`src/rtl/core_mc_if.sv`:
```
// core_mc_if: instruction handshake, global register bus and accumulator of one shader lane
interface core_mc_if #(
  parameter int BIT_WIDTH      = 8,
  parameter int NR_GLOBAL_REGS = 9
);
  logic [15:0]                          opcode;
  logic                                 execute;
  logic                                 ready;
  logic [NR_GLOBAL_REGS*BIT_WIDTH-1:0]  global_registers_in;
  logic [2*BIT_WIDTH-1:0]               accu;
  modport master (output opcode, execute, global_registers_in, input ready, accu);
  modport slave  (input opcode, execute, global_registers_in, output ready, accu);
endinterface

```
`src/rtl/core_mc.sv`:
```
// core_mc: SIMD shader lane with 2W accumulator, local regs and shift-add multiplier; CORE_SAT_EN enables saturation
module core_mc #(
  parameter int CORE_ID        = 0,
  parameter int BIT_WIDTH      = 8,
  parameter int NR_LOCAL_REGS  = 8,
  parameter int NR_GLOBAL_REGS = 9
) (
  input  logic       clk,
  input  logic       reset,
  core_mc_if.slave   bus
);
  localparam int W  = BIT_WIDTH;
  localparam int AW = 2 * W;
  localparam int CW = (W > 1) ? $clog2(W) : 1;
  localparam logic [AW-1:0] MIN = {1'b1, {(AW-1){1'b0}}};
  localparam logic [AW-1:0] MAX = ~MIN;
  typedef enum logic {IDLE, MUL} state_t;
  state_t            state_q;
  logic [W-1:0]      loc_q [NR_LOCAL_REGS];
  logic [AW-1:0]     accu_q, mcand_q, prod_q;
  logic [W-1:0]      mplier_q;
  logic [CW-1:0]     cnt_q;
  logic              ready_q;
  logic [15:0]       op;
  logic [NR_GLOBAL_REGS*W-1:0] glob;
  logic [4:0]        ra, rb;
  logic [W-1:0]      ra_val, rb_val, wr_data;
  logic [AW-1:0]     op0, op1, add_r, shl_r, neg_r, un_r, prod_n;
  logic [AW:0]       sum;
  logic              accept, wr_en;
  assign op       = bus.opcode;
  assign glob     = bus.global_registers_in;
  assign bus.ready = ready_q;
  assign bus.accu  = accu_q;
  function automatic logic [W-1:0] rd(input logic [4:0] idx, input logic [NR_GLOBAL_REGS*W-1:0] g_in);
    logic [W-1:0] r;
    r = '0;
    for (int i = 0; i < NR_LOCAL_REGS; i++)
      if (idx == 5'(i)) r = loc_q[i];
    if (idx == 5'd15) r = W'(CORE_ID);
    for (int g = 0; g < NR_GLOBAL_REGS; g++)
      if (idx == 5'(16 + g)) r = g_in[g*W +: W];
    return r;
  endfunction
  function automatic logic [AW-1:0] sext(input logic [W-1:0] v);
    return {{W{v[W-1]}}, v};
  endfunction
  // Operand fetch, ALU results and register-file write decode for the offered instruction
  always_comb begin
    accept  = bus.execute & ready_q;
    ra      = op[13:9];
    rb      = {1'b0, op[8:5]};
    ra_val  = rd(ra, glob);
    rb_val  = rd(rb, glob);
    op0     = op[2] ? accu_q : sext(ra_val);
    op1     = op[3] ? accu_q : sext(rb_val);
    sum     = op[0] ? {op0[AW-1], op0} - {op1[AW-1], op1} : {op0[AW-1], op0} + {op1[AW-1], op1};
`ifdef CORE_SAT_EN
    add_r   = (sum[AW] != sum[AW-1]) ? (sum[AW] ? MIN : MAX) : sum[AW-1:0];
    shl_r   = (accu_q[AW-1] != accu_q[AW-2]) ? (accu_q[AW-1] ? MIN : MAX) : accu_q << 1;
    neg_r   = (accu_q == MIN) ? MAX : -accu_q;
`else
    add_r   = sum[AW-1:0];
    shl_r   = accu_q << 1;
    neg_r   = -accu_q;
`endif
    un_r    = (op[2:0] == 3'd0) ? '0 :
              (op[2:0] == 3'd1) ? shl_r :
              (op[2:0] == 3'd2) ? AW'($signed(accu_q) >>> 1) :
              (op[2:0] == 3'd3) ? neg_r :
              (op[2:0] == 3'd4) ? (accu_q[AW-1] ? -accu_q : accu_q) : accu_q;
    prod_n  = prod_q + (mplier_q[0] ? mcand_q : '0);
    wr_en   = accept & ((op[15:14] == 2'b00) | ((op[15:14] == 2'b11) & (op[8] | op[7])));
    wr_data = (op[15:14] == 2'b00) ? W'(op[7:0]) : op[8] ? accu_q[W-1:0] : accu_q[AW-1:W];
  end
  // Local register file; writes to indices outside the local range fall through every compare
  always_ff @(posedge clk)
    for (int i = 0; i < NR_LOCAL_REGS; i++)
      if (reset) loc_q[i] <= '0;
      else if (wr_en && ra == 5'(i)) loc_q[i] <= wr_data;
  // Control FSM: single-cycle accumulator ops in IDLE, one multiplier bit per cycle in MUL
  always_ff @(posedge clk) begin
    if (reset) begin
      state_q  <= IDLE;
      ready_q  <= 1'b1;
      accu_q   <= '0;
      cnt_q    <= '0;
      mcand_q  <= '0;
      mplier_q <= '0;
      prod_q   <= '0;
    end else if (state_q == MUL) begin
      prod_q   <= prod_n;
      mcand_q  <= mcand_q << 1;
      mplier_q <= mplier_q >> 1;
      cnt_q    <= cnt_q + 1'b1;
      if (cnt_q == CW'(W - 1)) begin
        accu_q  <= prod_n;
        ready_q <= 1'b1;
        state_q <= IDLE;
      end
    end else if (accept) begin
      if (op[15:14] == 2'b01 && op[1]) begin
        state_q  <= MUL;
        ready_q  <= 1'b0;
        cnt_q    <= '0;
        prod_q   <= '0;
        mcand_q  <= {{W{1'b0}}, ra_val};
        mplier_q <= rb_val;
      end else if (op[15:14] == 2'b01) begin
        accu_q <= add_r;
      end else if (op[15:14] == 2'b10) begin
        accu_q <= un_r;
      end
    end
  end
endmodule

```
`src/flat_wrapper.sv`:
```
// flat-port wrapper written by rule: the top's interface ports become plain ports
module core_mc_flat 
#(
  parameter int CORE_ID        = 0,
  parameter int BIT_WIDTH      = 8,
  parameter int NR_LOCAL_REGS  = 8,
  parameter int NR_GLOBAL_REGS = 9
)
  (clk, reset, bus_opcode, bus_execute, bus_global_registers_in, bus_ready, bus_accu);
  core_mc_if #(.BIT_WIDTH(BIT_WIDTH), .NR_GLOBAL_REGS(NR_GLOBAL_REGS)) bus_i ();
  input  logic clk;
  input  logic reset;
  input wire logic [$bits(bus_i.opcode)-1:0] bus_opcode;
  input wire logic [$bits(bus_i.execute)-1:0] bus_execute;
  input wire logic [$bits(bus_i.global_registers_in)-1:0] bus_global_registers_in;
  output wire logic [$bits(bus_i.ready)-1:0] bus_ready;
  output wire logic [$bits(bus_i.accu)-1:0] bus_accu;
  assign bus_i.opcode = bus_opcode;
  assign bus_i.execute = bus_execute;
  assign bus_i.global_registers_in = bus_global_registers_in;
  assign bus_ready = bus_i.ready;
  assign bus_accu = bus_i.accu;
  core_mc #(.CORE_ID(CORE_ID), .BIT_WIDTH(BIT_WIDTH), .NR_LOCAL_REGS(NR_LOCAL_REGS), .NR_GLOBAL_REGS(NR_GLOBAL_REGS)) u_core (.clk(clk), .reset(reset), .bus(bus_i));
endmodule
```
`config.mk`:
```
export PLATFORM = sky130hd
export DESIGN_NAME = core_mc_flat
export DESIGN_NICKNAME = d
export VERILOG_FILES = /design/src/rtl/core_mc_if.sv /design/src/rtl/core_mc.sv /design/src/flat_wrapper.sv
export SDC_FILE = /design/constraint.sdc
export NUM_CORES = 1
export LEC_CHECK = 0
export BUFFER_PORTS_ARGS = -buffer_cell sky130_fd_sc_hd__buf_4
export CAP_MARGIN = 15
export CORE_ASPECT_RATIO = 0.75
export CORE_MARGIN = 2
export CORE_UTILIZATION = 35
export DETAILED_ROUTE_END_ITERATION = 10
export SETUP_SLACK_MARGIN = 0.1
export SLEW_MARGIN = 40
export SYNTH_ARGS = -nofsm -noshare
export SYNTH_HDL_FRONTEND = slang
export SYNTH_SLANG_ARGS = --single-unit
```
`constraint.sdc`:
```
create_clock -name clk -period 5.4 [get_ports clk]
set_clock_uncertainty 0.05 [all_clocks]
set_input_delay 1.08 -clock clk [delete_from_list [all_inputs] [get_ports clk]]
set_output_delay 1.08 -clock clk [all_outputs]
set_load 0.1 [all_outputs]
```
==> run metrics, run 1 <==
FP Rows 53; first-pass GRT wire length 55.2 mm; Via density 5.81; Setup violations, final 0; DR vias 10300; power share of the combinational group 27.5%; worst vdd ir 208 uV; synthesis-to-finish area growth 22.9%; Mapped Area 0.0100 mm^2; ys async rst share 0%; Int Pwr 2130 uW; hold depth 2; die height 151 um; Total GRT Usage 24.1%; Clock Path Buffers 2; Initial Util 35.7%; Top Ports 108; vias in the first global route 9466; number of port buffers 107; CP arrival 5.34 ns; R2R cell count 19; CP Data Required Time 5.74 ns; pwr dens 255 mW/mm^2; # fillers 2817; Hold Path Sink u_core.mcand_q[6]; met1 Track Usage GR 34.5%; delay of the slowest critical-path stage 0.62 ns; Worst Setup End Kind flip-flop; EDFF count, synth 64; Worst R2R End u_core.bus.accu[15]; start of the worst register-to-register path u_core.loc_q[0][9]; Flop pwr share 34.0%; Final ANT Viol Nets 0; ys flop type edfxtp_1; Max Transition Viols Final 0; Avg Synthesized Cell Area 8.16 um^2; Fin. Hold Viols 0; Crit path max-delay family simple AND/OR/NAND/NOR gates; clk slew on worst S/H paths 0.07 ns; GPL Wtd Cong 0.945; R2R setup slack 0.81 ns; total congestion overflow 0; Core ar. 0.0281 mm^2; drc violations 0; initial antenna violation count 0; DIE AREA 0.0301 mm^2; flip-flop and latch area 0.00314 mm^2; initial DRC count 1088; busiest grt layer met2; met2 Usage GRT 34.5%; most frequent cells in the layout buf_4 (202), nor2_1 (184), a21oi_1 (120), nand2_1 (103), o21ai_0 (70); Rel. slew slack 43.0%; max_cap viols 0; First-pass DRT Iterations 5; Cell variety after synth 81; #FFs+latches synth 125; Clock Sinks 125; Syn Nets 1362; WP buf/inv 3; cells along the critical path buf_4 > buf_4 > buf_4 > mux2i_1 > o22ai_1 > o31a_1 > or3_1 > nand2_1 > and4_1 > nor2_1 > xor2_1 > ha_1 > nor2_1 > or4b_2 > o32ai_2 > o21ai_0 > or2_2 > nand4bb_1 > or3b_1; wire per inst 20.9 um; Worst Hold Class flip-flop to flip-flop; share of cells above drive strength 1 21.9%; post-route minimum period 5.00 ns; die width 200 um; footprint of the multi-input gates 0.00643 mm^2; Yosys warnings 0; largest net degree at the start of global routing 62; Max H-tree Level 4; wirelength, routed 36.8 mm; startpoint types primary input; status completed; clk_lat worst skew 0.44 ns; total CTS buffers 17; CTS Root Cell clkbuf_16; Worst path most repeated cell buf_4; CTS tree built; design area 0.0123 mm^2; most common cell after layout, fill and taps aside buf_4; Sw Share 32.4%; grt met3 use 6.61%; Pleak 0.00492 uW; maximum net fanout on the critical path 8; nets 1496; HPWL after DPL 27.8 mm; Total Neg Setup Slack 0 ns; CP max stage cell or4b_2; antenna diode count 0; Clock power frac 38.6%; Tightest Pin Transition 0.856 ns; Hold Worst Slack 0.419 ns; RSZ-0062 raised after global routing false; Final Cycle Share 92.6%; fmax 200 MHz; switching power 1020 uW; Crit Path Category primary input to flip-flop; Placed Area 0.0117 mm^2; beginning of the worst hold path u_core.mcand_q[5]; Seq/Total Area, Yosys 31.3%; Syn Inst Count 1231
per-stage QoR:
| stage | worst slack, ns | cells | power [uW] | util, % |
|---|---|---|---|---|
| after detailed placement | -0.149 | 1731 | 1920 | 41.6 |
| after global routing | 0.135 | 1763 | 3250 | 43.9 |
| after CTS | 0.299 | 1763 | 3130 | 43.8 |
| after floorplan | 0.175 | 1231 | 1610 | - |
| final | 0.399 | 1763 | 3150 | 43.9 |
| after global placement | -0.0232 | 1731 | 1920 | 41.5 |
cell usage after synthesis, drive strengths merged, types with 9 or more instances:
library cell / n / area share, %
nor2: 184 / 6.9
a21oi: 121 / 6.0
nand2: 103 / 3.8
o21ai: 80 / 4.0
edfxtp: 64 / 19
dfxtp: 61 / 12
clkbuf: 54 / 2.0
mux2i: 54 / 5.4
ha: 38 / 4.7
buf: 34 / 1.8
inv: 33 / 1.2
xnor2: 27 / 2.4
nand3: 26 / 1.3
nor3: 25 / 1.4
and2: 23 / 1.4
mux2: 19 / 2.1
and3: 17 / 1.1
nor2b: 16 / 1.0
o211ai: 16 / 1.2
a22oi: 14 / 1.0
mux4: 14 / 3.1
o22ai: 13 / 0.81
a31oi: 12 / 0.75
xor2: 12 / 1.0
nand2b: 11 / 0.69
or2: 11 / 0.69
a211oi: 10 / 0.75
a221oi: 9 / 0.78
worst register-to-register path, cell delays in order, from the launching register on:
cell,delay (ns)
edfxtp_1,0.42
o21a_1,0.20
a21oi_1,0.11
o221ai_1,0.14
a31oi_1,0.28
mux2i_1,0.14
inv_1,0.09
ha_1,0.16
o221a_2,0.20
and4_1,0.22
a21boi_1,0.28
nor2_1,0.09
xor2_1,0.18
ha_1,0.22
or4b_2,0.68
o32ai_2,0.28
o21ai_0,0.16
or2_2,0.28
nand4bb_1,0.18
or3b_1,0.17
how the worst max path moves through the flow:
stage	startpoint	end	slack (ns)	cells past startpoint
5_1_grt	bus_opcode[5]	u_core.bus.accu[15]	0.13	21
3_3_place_gp	bus_opcode[7]	u_core.bus.accu[15]	-0.02	20
2_1_floorplan	bus_opcode[7]	u_core.bus.accu[15]	0.18	20
6_report	bus_opcode[5]	u_core.bus.accu[15]	0.40	19
4_1_cts	bus_opcode[5]	u_core.bus.accu[13]	0.30	20
3_5_place_dp	bus_opcode[7]	u_core.bus.accu[13]	-0.15	20
power groups by stage:
stage                     Sequential [uW]  Combinational, uW  Clock (uW)
after global routing                 1070                931        1250
after CTS                            1070                843        1220
after detailed placement             1090                838           0
after floorplan                      1110                506           0
after global placement               1090                833           0
final                                1070                865        1210
cell type report:
class,count,share of cell area (%)
clock inverter,11,0.902
multi-input combinational,984,52.1
clock buffer,21,4.16
tap,385,3.90
sequential,125,25.5
inverter,34,1.03
timing repair buffer,203,12.4
repair_timing:
action	4_1_cts	5_1_grt
buffers inserted	0	0
setup endpoints to repair	0	3
endpoints found under the hold margin	0	0
hold buffers	0	0
resized for setup	0	9
metal layers:
metal,part of all wire [%],routed length (um)
met1,46,16800
met3,11,3880
met5,0,0
met4,2.9,1080
met2,41,15000
flip-flops by register name, summed over array words and instances, names as in the netlist:
name and cells:
u_core.cnt_q 3, u_core.state_q 1, u_core.bus.ready 1, u_core.mcand_q 16, u_core.prod_q 16, u_core.mplier_q 8, u_core.loc_q 64, u_core.bus.accu 16
cells by family after synthesis:
kind of cell,share of synthesized area (%)
multiplexers,10.7
XOR/XNOR,3.40
AO/OA/AOI/OAI,23.3
AND/OR/NAND/NOR,21.1
buffers and inverters,5.11
flip-flops,31.3
adder cells (fa/ha/maj),5.13
No activity file was read; power rests on OpenSTA's default activity.
==> inputs of run 2 (changes only) <==
- CORE_UTILIZATION: 35 -> 47
- CTS_BUF_LIST: unset -> sky130_fd_sc_hd__clkbuf_8
- PLACE_DENSITY: unset -> 0.69
==> run 2 against run 1 <==
Total power shrank 10%. Critical path depth grew 2. Largest power group is now registers. Via count shrank 0.81%. Highest routed layer unchanged.
==> run metrics, run 2 (synthesis results as in run 1) <==
status completed; GPL Wtd Cong 0.999 (+5.8%); Worst path most repeated cell buf_4; DR vias 10200 (-0.81%); Post-CTS Setup Inserts 0 (unchanged); CTS Root Cell clkbuf_8; Pleak 0.00479 uW (-2.8%); Top Ports 108 (unchanged); Initial Util 47.7% (+12 points); RSZ-0062 raised after global routing true; Worst Hold Class flip-flop to flip-flop; maximum net fanout on the critical path 11 (+3); Clock Path Buffers 2 (unchanged); worst vdd ir 158 uV (-24%); drc violations 0 (unchanged); First-pass DRT Iterations 6 (+1); largest net degree at the start of global routing 70 (+13%); delay of the slowest critical-path stage 0.62 ns (about the same); CTS Hold Buffers Added 0 (unchanged); DIE AREA 0.0226 mm^2 (-25%); wirelength, routed 35.3 mm (-3.9%); clk slew on worst S/H paths 0.08 ns (about the same); Tightest Pin Transition 0.834 ns (-0.0216 ns); Hold Worst Slack 0.422 ns (+0.00327 ns); Crit path depth 21 (+2); Worst Setup End Kind flip-flop; max_cap viols 0 (unchanged); Crit path max-delay family compound AO/OA/AOI/OAI gates; CP arrival 5.31 ns (-0.03 ns); cells along the critical path buf_4 > mux2i_1 > o211a_1 > a221oi_1 > o21ai_0 > o21a_1 > ha_1 > o221a_2 > and4_1 > buf_4 > a21oi_1 > xnor2_1 > o21ai_0 > ha_1 > nor2_1 > or4b_2 > o32ai_2 > buf_4 > xnor2_1 > a221oi_1 > a2111oi_1; Crit Path Category primary input to flip-flop; synthesis-to-finish area growth 19.0%; max reg flops 64 (unchanged); total CTS buffers 17 (unchanged); R2R setup slack 0.84 ns (+0.03 ns); Via density 6.14 (+5.5%); CP endpoint u_core.bus.accu[13]; antenna diode count 0 (unchanged); number of port buffers 107 (unchanged); CTS tree built; CP Data Required Time 5.70 ns (-0.04 ns); first-pass GRT wire length 53.4 mm (-3.4%); most frequent cells in the layout buf_4 (193), nor2_1 (184), a21oi_1 (118), nand2_1 (103), o21ai_0 (72); Max Transition Viols Final 0 (unchanged); total congestion overflow 0 (unchanged); # fillers 1915 (-32%); initial DRC count 1339 (+23%); most common cell after layout, fill and taps aside buf_4; cts repair resizes 0 (unchanged); Final ANT Viol Nets 0 (unchanged); Rel. slew slack 44.4% (+1.4 points); CP max stage cell or4b_2; die height 131 um (-13%); Total GRT Usage 30.7% (+6.6 points); largest register by flop count u_core.loc_q; Worst R2R End u_core.bus.accu[13]; WP buf/inv 3 (unchanged); startpoint types primary input; vias in the first global route 9313 (-1.6%); HPWL after DPL 26.6 mm (-4.5%); Setup violations, final 0 (unchanged); Total Neg Setup Slack 0 ns (unchanged); Fin. Hold Viols 0 (unchanged); Max H-tree Level 4 (unchanged); initial antenna violation count 0 (unchanged); R2R cell count 19 (unchanged); CP startpoint bus_opcode[5]; nets 1487 (-0.60%); start of the worst register-to-register path u_core.loc_q[0][9]; fmax 200 MHz (-0.16%); post-route minimum period 5.01 ns (+0.00788 ns); Clock Sinks 125 (unchanged); pwr dens 236 mW/mm^2 (-7.6%); Final Cycle Share 92.8% (+0.15 points); clk_lat worst skew 0.47 ns (+0.03 ns); die width 173 um (-13%); Core ar. 0.0211 mm^2 (-25%); share of cells above drive strength 1 21.5% (-0.44 points); wire per inst 21.3 um (+2.2%); FP Rows 46 (-13%)
==> run 2: changes by cell type in the layout (fill, tap and decap cells not counted), moves of 2 or more <==
cell       before  now
inv_8           0    3
inv_6           5    2
clkbuf_8        1   19
buf_4         202  193
clkbuf_16      20    0
o21ai_0        70   72
a21oi_1       120  118
a21oi_2         1    3
==> run 2: layer usage <==
layer  up-vias  wire length (um)  track usage [%]
met3        57              4210             11.0
met2       499             14000             43.3
met4         0               809             9.02
met5         -                 0                0
li1       4766                 -                -
met1      4845             16300             44.0
==> run 2: power breakdown <==
group,internal (uW),switching [uW]
Clock,447,443
Sequential,1020,39.9
Combinational,356,507
==> run 2: area by class of cell <==
type                            instances  area, um^2  area share [%]
Clock inverter                         13         154            1.29
Sequential cell                       125        3140            26.3
Clock buffer                           19         262            2.19
Inverter                               34         128            1.07
Multi-Input combinational cell        984        6440            53.9
Tap cell                              288         360            3.01
Timing Repair Buffer                  194        1470            12.3
==> run 2: worst register-to-register path, stage by stage, from the launching register on <==
cell,delay (ns)
edfxtp_1,0.41
o21a_1,0.19
a21oi_1,0.11
o221ai_1,0.15
a31oi_1,0.27
mux2i_1,0.14
inv_1,0.07
ha_1,0.15
o221a_2,0.19
and4_1,0.23
a21boi_1,0.27
nor2_1,0.08
xor2_1,0.18
ha_1,0.22
or4b_2,0.68
o32ai_2,0.28
buf_4,0.16
xnor2_1,0.14
a221oi_1,0.12
a2111oi_1,0.34
==> run 2: stage by stage <==
| step | worst slack [ns] | util [%] | cell area [um^2] | power, uW | std cells |
|---|---|---|---|---|---|
| 2_1_floorplan | 0.175 | - | 10000 | 1610 | 1231 |
| 3_3_place_gp | 0.0208 | 54.6 | 11500 | 1910 | 1625 |
| 3_5_place_dp | -0.132 | 54.7 | 11500 | 1910 | 1625 |
| 4_1_cts | 0.351 | 56.7 | 11900 | 2800 | 1657 |
| 5_1_grt | 0.0749 | 56.8 | 12000 | 2930 | 1657 |
| 6_report | 0.391 | 56.8 | 12000 | 2820 | 1657 |
==> run 2: worst min-delay path by stage <==
stage,startpoint,to,depth (start not counted)
after floorplan,u_core.mcand_q[1],u_core.mcand_q[2],2
final,u_core.mplier_q[7],u_core.mplier_q[6],2
after global routing,u_core.mcand_q[1],u_core.mcand_q[2],2
after CTS,u_core.mplier_q[7],u_core.mplier_q[6],2
after detailed placement,u_core.mplier_q[7],u_core.mplier_q[6],2
after global placement,u_core.mplier_q[7],u_core.mplier_q[6],2
==> inputs of run 3 (changes only) <==
- SLEW_MARGIN: 40 -> 5
- clock period: 5.4 -> 4.2 ns (I/O delays scaled with it)
==> run 3 against run 2 <==
The run now ends with DRC, setup timing left. Via count increased by 7.8%. Routed wire length increased by 7.9%. Sequential power increased by 29%.
==> run metrics, run 3 (synthesis results as in run 1) <==
Top Ports 108 (unchanged); pwr dens 289 mW/mm^2 (+23%); initial antenna violation count 0 (unchanged); CP arrival 4.64 ns (-0.67 ns); antenna diode count 0 (unchanged); Tightest Pin Transition 0.965 ns (+0.131 ns); Power Total 3940 uW (+40%); Setup violations, final 4 (+4); total congestion overflow 0 (unchanged); vias in the first global route 9954 (+6.9%); die height 131 um (unchanged); largest net degree at the start of global routing 61 (-13%); Pleak 0.00558 uW (+17%); Clock Sinks 125 (unchanged); synthesis-to-finish area growth 35.8%; Initial Util 47.7% (unchanged); wirelength, routed 38.1 mm (+7.9%); delay of the slowest critical-path stage 0.49 ns (-0.13 ns); wire per inst 21.4 um (+0.42%); clk_lat worst skew 0.46 ns (about the same); beginning of the worst hold path u_core.mplier_q[7]; Hold Path Sink u_core.mplier_q[6]; HPWL after DPL 28.1 mm (+5.5%); number of port buffers 107 (unchanged); Total GRT Usage 32.7% (+2.0 points); Crit Path Category primary input to flip-flop; Rel. slew slack 35.7% (-8.7 points); maximum net fanout on the critical path 6 (-5); failing checks DRC, setup timing; Final Worst Setup Slack -0.0768 ns (-0.468 ns); max_cap viols 0 (unchanged); Crit path max-delay family simple AND/OR/NAND/NOR gates; Worst Setup End Kind flip-flop; post-route minimum period 4.28 ns; die width 173 um (unchanged); CTS tree built; share of cells above drive strength 1 34.3% (+13 points); largest register by flop count u_core.loc_q; DR vias 11000 (+7.8%); CP Data Required Time 4.57 ns (-1.13 ns); most common cell after layout, fill and taps aside buf_4; # fillers 1783 (-6.9%); CTS Hold Buffers Added 0 (unchanged); cells along the critical path buf_12 > buf_8 > buf_8 > mux2i_2 > a22oi_1 > a21oi_1 > buf_4 > o31a_1 > and4_4 > a21oi_2 > xnor2_1 > o21ai_2 > ha_2 > nor2_4 > or4b_4 > o32ai_4 > o21ai_2 > or2_4 > nand4bb_1 > or3b_1; initial DRC count 1333 (-0.45%); start of the worst register-to-register path u_core.loc_q[0][9]; Core ar. 0.0211 mm^2 (unchanged); nets 1611 (+8.3%); Worst Hold Class flip-flop to flip-flop; Setup WS pre-CTS -0.837 ns (-0.705 ns); First-pass DRT Iterations 9 (+3); Via density 6.15 (+0.28%); fmax 234 MHz; worst vdd ir 218 uV (+38%); Max Transition Viols Final 0 (unchanged); max reg flops 64 (unchanged); clk slew on worst S/H paths 0.09 ns (about the same); CTS Root Cell clkbuf_8; first-pass GRT wire length 56.8 mm (+6.4%); WP buf/inv 4 (+1); Max H-tree Level 4 (unchanged); status finished, violations left; most frequent cells in the layout buf_4 (295), nor2_1 (173), a21oi_1 (111), nand2_1 (101), edfxtp_1 (64); CP max stage cell or4b_4; total CTS buffers 17 (unchanged); Worst R2R End u_core.bus.accu[15]; Final ANT Viol Nets 0 (unchanged); Fin. Hold Viols 0 (unchanged); Final Cycle Share 102%; FP Rows 46 (unchanged); startpoint types primary input; R2R cell count 20 (+1); Clock Path Buffers 2 (unchanged); GPL Wtd Cong 0.978 (-2.2%); DIE AREA 0.0226 mm^2 (unchanged); CP startpoint bus_opcode[7]; drc violations 2 (+2); R2R setup slack -0.01 ns (-0.85 ns); RSZ-0062 raised after global routing true; hold depth 2 (unchanged)
-- run 3: timing repair --
item	CTS	global route
gates resized for setup	54	93
pin swaps	36	86
cloned	1	2
setup buffers	23	19
hold endpoints to repair	0	0
endpoints found under the setup margin	9	12
-- run 3: worst max path at each step --
stage | slack, ns | end | cells past startpoint
finish | -0.08 | u_core.bus.accu[15] | 20
global route | -0.24 | u_core.bus.accu[11] | 22
CTS | -0.05 | u_core.bus.accu[15] | 19
detailed placement | -0.84 | u_core.bus.accu[13] | 18
global placement | -0.77 | u_core.bus.accu[13] | 18
floorplan | -0.24 | u_core.bus.accu[15] | 21
-- run 3: through the flow --
stage | hold WS (ns) | util (%) | TNS, ns | std cells | area [um^2]
floorplan | 0.390 | - | -0.880 | 1231 | 10200
global placement | 0.402 | 58.1 | -5.21 | 1707 | 12200
CTS | 0.420 | 62.1 | -0.141 | 1763 | 13100
global route | 0.450 | 64.7 | -1.01 | 1781 | 13600
detailed placement | 0.410 | 58.1 | -5.74 | 1707 | 12200
finish | 0.419 | 64.7 | -0.151 | 1781 | 13600
-- run 3: tightest hold or removal path, stage by stage, from the launching register on --
cell,delay (ns)
dfxtp_1,0.32
nand2_1,0.06
a21oi_1,0.05
-- run 3: power breakdown --
group	internal [uW]	leakage, uW	switching (uW)
combinational	687	0.00423	792
sequential	1320	0.00115	50.7
clock	536	0.000194	559
total	2540	0.00558	1400
-- run 3: cell type report --
class	count	area, um^2	share of cell area, %
repair buffers	318	2580	18.9
clock buffers	17	234	1.72
flip-flops and latches	125	3140	23.1
well taps	288	360	2.64
multi-input cells	984	7030	51.5
clock inverters	15	163	1.19
inverters	34	128	0.936
-- run 3: routing by layer --
layer	global-route usage [%]	part of all wire (%)
met1	46.1	43
met3	12.9	14
met2	46.9	41
met5	0	0
met4	7.78	2.0
